[config.mk]
export PLATFORM = sky130hd
export DESIGN_NAME = bcd_tick_counter
export DESIGN_NICKNAME = d
export VERILOG_FILES = /design/src/rtl/bcd_tick_counter.sv
export SDC_FILE = /design/constraint.sdc
export NUM_CORES = 1
export LEC_CHECK = 0
export BUFFER_PORTS_ARGS = -buffer_cell sky130_fd_sc_hd__buf_2
export CORE_MARGIN = 3
export CORE_UTILIZATION = 58
export DETAILED_ROUTE_END_ITERATION = 10
export PLACE_DENSITY = 0.85
export SLEW_MARGIN = 40
export SYNTH_ARGS = -nofsm -noshare
export SYNTH_HDL_FRONTEND = slang
export SYNTH_SLANG_ARGS = --single-unit
[constraint.sdc]
create_clock -name clk -period 4.1 [get_ports clk]
set_clock_uncertainty 0.05 [all_clocks]
set_input_delay 0.41 -clock clk [delete_from_list [all_inputs] [get_ports clk]]
set_output_delay 0.41 -clock clk [all_outputs]
set_load 0.01 [all_outputs]
[src/rtl/bcd_tick_counter.sv]
// Multi-digit BCD up/down counter advanced by rate-generator tick pulses, with
// run/stop/done control, clear, clamped preset load, wrap-or-saturate limits and tc pulse.

module bcd_digit (
  input  logic [3:0] d,
  input  logic       up,
  output logic [3:0] q,
  output logic       lim
);
  always_comb begin
    lim = up ? (d == 4'd9) : (d == 4'd0);
    if (up) q = lim ? 4'd0 : d + 4'd1;
    else    q = lim ? 4'd9 : d - 4'd1;
  end
endmodule

module bcd_tick_counter #(
  parameter int DIGITS = 4,
  parameter bit WRAP   = 1'b1
) (
  input  logic                clk,
  input  logic                rst,
  input  logic                tick,
  input  logic                start_stop,
  input  logic                clr,
  input  logic                load,
  input  logic [4*DIGITS-1:0] load_val,
  input  logic                up_dn,
  output logic [4*DIGITS-1:0] bcd,
  output logic                running,
  output logic                tc
);
  typedef enum logic [1:0] {S_STOP, S_RUN, S_DONE} state_t;

  state_t state, state_nx;
  logic   running_nx;

  logic [DIGITS-1:0][3:0] cnt, cnt_nx, dq, ld_c;
  logic [DIGITS-1:0]      dlim;
  logic [DIGITS:0]        en;
  logic                   adv, hit;

  genvar g;
  generate
    for (g = 0; g < DIGITS; g++) begin : g_dig
      bcd_digit u_dig (.d(cnt[g]), .up(up_dn), .q(dq[g]), .lim(dlim[g]));
    end
  endgenerate

  // A digit steps only when every lower digit is rolling over; en[DIGITS]
  // is therefore set exactly when the whole count sits at the limit.
  always_comb begin
    en[0] = 1'b1;
    for (int i = 0; i < DIGITS; i++) begin
      en[i+1]   = en[i] & dlim[i];
      cnt_nx[i] = en[i] ? dq[i] : cnt[i];
      ld_c[i]   = (load_val[4*i +: 4] > 4'd9) ? 4'd9 : load_val[4*i +: 4];
    end
  end

  assign adv = tick && (state == S_RUN) && !clr && !load;
  assign hit = adv && en[DIGITS];

  always_ff @(posedge clk) begin
    if (rst) begin
      cnt <= '0;
      tc  <= 1'b0;
    end else if (clr) begin
      cnt <= '0;
      tc  <= 1'b0;
    end else if (load) begin
      cnt <= ld_c;
      tc  <= 1'b0;
    end else if (adv) begin
      if (!hit || WRAP) cnt <= cnt_nx;
      tc <= hit;
    end else begin
      tc <= 1'b0;
    end
  end

  assign bcd = cnt;

  always_ff @(posedge clk) begin
    if (rst) begin
      state   <= S_STOP;
      running <= 1'b0;
    end else begin
      state   <= state_nx;
      running <= running_nx;
    end
  end

  // A saturating limit hit outranks a coincident start_stop.
  always_comb begin
    state_nx = state;
    case (state)
      S_STOP:  if (start_stop) state_nx = S_RUN;
      S_RUN:   if (hit && !WRAP) state_nx = S_DONE;
               else if (start_stop) state_nx = S_STOP;
      S_DONE:  if (clr || load) state_nx = S_STOP;
      default: state_nx = S_STOP;
    endcase
  end

  always_comb begin
    running_nx = (state_nx == S_RUN);
  end
endmodule
### Word-level counts from Yosys, hierarchy flattened

Cells that the tools add are included.

| storage, ports and cells | value |
|---|---|
| output and inout bits | 18 |
| input bits | 23 |
| register bits | 20 |

| cells by class | value |
|---|---|
| eq/ne operators | 7 |
| bitwise gates (word level) | 4 |
| order comparisons | 4 |
| reduce and logical (&&, ||, !) cells | 21 |
| $add $sub $neg | 8 |
| mux-type cells | 29 |

Operator list:

| cell | number |
|---|---|
| $mux 4 | 19 |
| $mux 16 | 2 |
| $add 4x1->4 const B | 4 |
| $eq 4x4->1 const B | 4 |
| $gt 4x4->1 const B | 4 |
| $logic_not 4->1 | 4 |
| $sub 4x1->4 const B | 4 |
| $reduce_bool 2->1 | 4 |
| $mux 2 | 3 |
| $pmux 2 s3 | 1 |
| $reduce_and 2->1 | 3 |
| $eq 2x1->1 const B | 2 |
| $logic_and 1x1->1 | 4 |
| $mux 1 | 4 |
| $reduce_or 4->1 | 1 |
| $and 1x1->1 | 3 |
| $eq 2x2->1 const B | 1 |
| $logic_not 1->1 | 2 |
| $logic_not 2->1 | 1 |
| $reduce_or 2->1 | 1 |
| $logic_or 1x1->1 | 1 |
| $not 1->1 | 1 |

### Logic depth before layout (Yosys ltp)

| logic depth | value |
|---|---|
| depth after elaboration | 7 |
| mapped depth | 8 |

### Cells and area by module

Synthesis repeated with hierarchy kept, for this count alone.

| second synthesis, totals | value |
|---|---|
| cells, all modules | 247 |
| area, all modules | 1925.6 um2 |

Modules (own cells, without submodules):

| module | cells an instance | seq. area each (um2) | instances | area an instance (um2) |
|---|---|---|---|---|
| bcd_tick_counter | 119 | 400.4 | 1 | 1049.8 |
| bcd_digit | 32 | 0.0 | 4 | 219.0 |

### Least setup slack after synthesis

Ideal clock, no wire load.

| timing path | value |
|---|---|
| kind | register to register |
| from | reg cnt, in the netlist bcd[8] |
| to | reg cnt, in the netlist bcd[15] |
| required time | 3.962 ns |
| period minus slack after synthesis | 2.223 ns |
| slack | 1.877 ns |
| data arrival time | 2.085 ns |
| cell stages (with the launch flop) | 9 |
| cells stage by stage | dfxtp_1 > inv_1 > ha_1 > or3b_4 > a21oi_2 > or4b_1 > buf_6 > nand3b_4 > a311oi_2 |

| on the way | value |
|---|---|
| cells in the longest elaborated chain, start to end | 5 |
| elaborated cells on any way between the ends | 6 |
| those cells by class | eq/ne (1); mux (1); bitwise (1); reduce/logical (3) |

RTL lines:

| what | line | text |
|---|---|---|
| start: declaration | 38 | `logic [DIGITS-1:0][3:0] cnt, cnt_nx, dq, ld_c;` |
| start signal: assignment | 72 | `cnt <= ld_c;` |
| start signal: assignment | 75 | `if (!hit \|\| WRAP) cnt <= cnt_nx;` |
| $eq 4x4->1 / $logic_not 4->1 (equally long branches) | 11 | `lim = up ? (d == 4'd9) : (d == 4'd0);` |
| $mux 1 (*) | 11 |  |
| $and 1x1->1 (*) | 55 | `en[i+1] = en[i] & dlim[i];` |
| $reduce_bool 2->1 (no line) (*) | - |  |
| $reduce_and 2->1 (no line) (*) | - |  |

Every way passes the cells marked *; elsewhere a longest branch is shown, timed or not.
A chain may end at the register's enable or synchronous reset.

### Final worst setup path

| timing path | value |
|---|---|
| from | reg cnt, in the netlist bcd[8] |
| to | reg cnt, in the netlist bcd[12] |

Same word-level chain as after synthesis.

==> results.json <==
{
  "synthTopCellsByCount": "dfxtp_1 (20), a21oi_1 (18), inv_1 (18)",
  "syn_nets": 256,
  "crit_chain": "inv_1 -> ha_1 -> or3b_4 -> a21oi_2 -> or4b_1 -> a311oi_1 -> a311oi_1",
  "fill_cells": 247,
  "vdd_drop_max_v": 0.000177,
  "grt.busiest_layer": "met2",
  "die_area_um2": 3630,
  "dp_cells": 277,
  "synth.ff_latch_count": 20,
  "fin_nets": 286,
  "grt_overflow": 0,
  "seq_area_frac_synth_pct": 23.5,
  "slew_viol_final": 0,
  "clockBufferDepth": 2,
  "cts_buffers": 3,
  "crit_path_end_kind": "register",
  "synthArstFlopShare_pct": 0,
  "ys_warn_count": 0,
  "path_delay_family": "simple AND/OR/NAND/NOR gates",
  "synth_mux_area_share_pct": 0,
  "status": "completed",
  "die_w_um": 60.2,
  "min_path_cells": 2,
  "grt_pass1_vias": 1587,
  "cts_hold_buf": 0,
  "cp_data_required_time_ps": 4230,
  "synth_top_family_by_area": "compound AO/OA/AOI/OAI gates",
  "die_h_um": 60.2,
  "period_needed_ps": 2450,
  "design.core.area_um2": 2780,
  "rsz0062_at_grt": "no",
  "io_pins": 41,
  "yosysMostFrequentCell": "dfxtp_1",
  "start_util_pct": 61.4,
  "grt_util_all_layers_pct": 23.5,
  "hold_path.class": "primary input to register",
  "power.density_nw_per_um2": 261,
  "fin_crit_sh_pct": 59.7,
  "layout-drive-gt1-share_pct": 21.6,
  "use_met2_pct": 40.9,
  "netlist.area_leader.share_pct": 23.5,
  "path_class": "register to register",
  "vias": 1782,
  "cts-root-buf": "clkbuf_4",
  "cp.arrival_ps": 2570,
  "grt_pass1_wl_um": 6680,
  "antennaDiodeCount": 0,
  "crit_top_cell": "a311oi_1",
  "yosysTopAreaCell": "dfxtp_1",
  "met1_usage_pct": 29.4,
  "maxCapViolCount": 0,
  "worstSetupStartpointType": "register",
  "synth_fa_ha_area_share_pct": 8.80,
  "finalHoldViolCount": 0,
  "antenna_found_initial": 0,
  "final_cells": 281,
  "reg2reg_depth": 7,
  "wl_um": 4250,
  "path_clk_slew_ps": 140,
  "setup_viol": 0,
  "cp_num_buf_inv": 1,
  "syn-cell-area_um2": 1710,
  "viasPerCell": 6.34,
  "syn_area_per_cell_um2": 7.72,
  "worstMarginPinSlew_ps": 576,
  "place.gp.congestion": 0.818,
  "synth_flop_cell": "dfxtp_1",
  "firstDrtPassIters": 4,
  "synth_cell_types": 53,
  "ys_top_cells_by_area": "dfxtp_1 (23%), ha_1 (8.8%), a21oi_1 (5.3%)",
  "fmax_mhz": 408,
  "io_buffer_count": 40,
  "maxSlewHeadroom_pct": 61.2,
  "cts_resized": 0,
  "dp.final_hpwl_um": 2980,
  "finalSetupTns_ps": 0,
  "cpPeakStageDelay_ps": 630,
  "whs_endpoint": "state[0]$_SDFF_PP0_",
  "reg2reg_setup_slack_ps": 1650,
  "htreeDepth": 1,
  "r2r_end": "bcd[12]$_SDFFE_PP0P_",
  "grt_util_met3_pct": 3.24,
  "slowest_stage": "or4b_1",
  "crit-reg2reg-launch": "bcd[8]$_SDFFE_PP0P_",
  "synth_compound_area_share_pct": 29.3,
  "area_growth_syn_to_layout_pct": 12.8,
  "num_rows": 19,
  "synth_edf_count": 0,
  "clkSinkCount": 20,
  "syn_inst": 221,
  "synth-simple-area-share_pct": 26.7,
  "remaining_drc_errors": 0,
  "clock_latency_ps": 320,
  "power.leakage_nw": 0.766,
  "wl_per_cell_um": 15.1,
  "antenna_left": 0,
  "drt_iter0_drc": 101,
  "cp_max_fo": 9,
  "synth_xor_area_share_pct": 3.59,
  "min-delay-start": "rst",
  "grt_max_degree": 32,
  "cts_tree": "built",
  "cts_setup_buffers": 0
}
-- kinds of logic after synthesis --
logic type	after synthesis
buffers and inverters	33
DFF	20
AOI/OAI and AO/OA	73
adders and majority gates	12
and+or+nand+nor	76
xor gates and xnor gates	7
-- layer usage --
layer	wire [um]	up-vias	share of wire (%)
met2	2060	66	49
met5	0	-	0
met1	1920	834	45
met4	31	0	0.73
li1	-	878	-
met3	233	4	5.5
-- state kept, by name, indices dropped and copies added (netlist names) --
name     flops
bcd         16
tc           1
running      1
state        2
-- cell usage in the layout (no fill, tap or decap), types with 6 or more instances in the layout --
cell type  instances
buf_2             40
dfxtp_1           20
inv_1             18
a21oi_1           18
o21ai_0           13
nor3_1            12
ha_1              12
nand2_1           11
nor2_1            10
nand3_1            9
a311oi_1           6
-- cell type report --
cell class	count	area [um^2]	share of cell area (%)
Multi-Input combinational cell	168	1170	60.6
Timing Repair Buffer	40	200	10.4
Sequential cell	20	400	20.8
Clock inverter	1	30.0	1.56
Clock buffer	3	22.5	1.17
Tap cell	31	38.8	2.01
Inverter	18	67.6	3.51
-- worst max-delay path by stage --
stage	startpoint	to	cells past startpoint
floorplan	bcd[8]$_SDFFE_PP0P_	bcd[15]$_SDFFE_PP0P_	8
global placement	up_dn	bcd[15]$_SDFFE_PP0P_	6
detailed placement	up_dn	bcd[12]$_SDFFE_PP0P_	6
CTS	bcd[8]$_SDFFE_PP0P_	bcd[12]$_SDFFE_PP0P_	7
global route	bcd[4]$_SDFFE_PP0P_	bcd[12]$_SDFFE_PP0P_	7
finish	bcd[8]$_SDFFE_PP0P_	bcd[12]$_SDFFE_PP0P_	7
-- metrics by stage --
stage / hold WS, ps / cell area (um^2) / power, mW / util [%] / setup slack, ps
detailed placement: 439 / 1870 / 0.334 / 67.3 / 1590
global placement: 440 / 1870 / 0.332 / 67.3 / 1630
CTS: 266 / 1930 / 0.502 / 69.2 / 1670
finish: 264 / 1930 / 0.502 / 69.2 / 1650
global route: 269 / 1930 / 0.528 / 69.2 / 1490
floorplan: 408 / 1710 / 0.300 / - / 1880
-- report_power, final --
part	switching (mW)	internal, mW
sequential	0.0145	0.203
combinational	0.0651	0.0501
clock	0.0703	0.0989
-- worst register-to-register path, cell delays in order, from the launching register on --
cell and delay (ps):
dfxtp_1 410, inv_1 110, ha_1 150, or3b_4 370
a21oi_2 190, or4b_1 630, a311oi_1 310, a311oi_1 70
No activity file was read; power rests on OpenSTA's default activity.
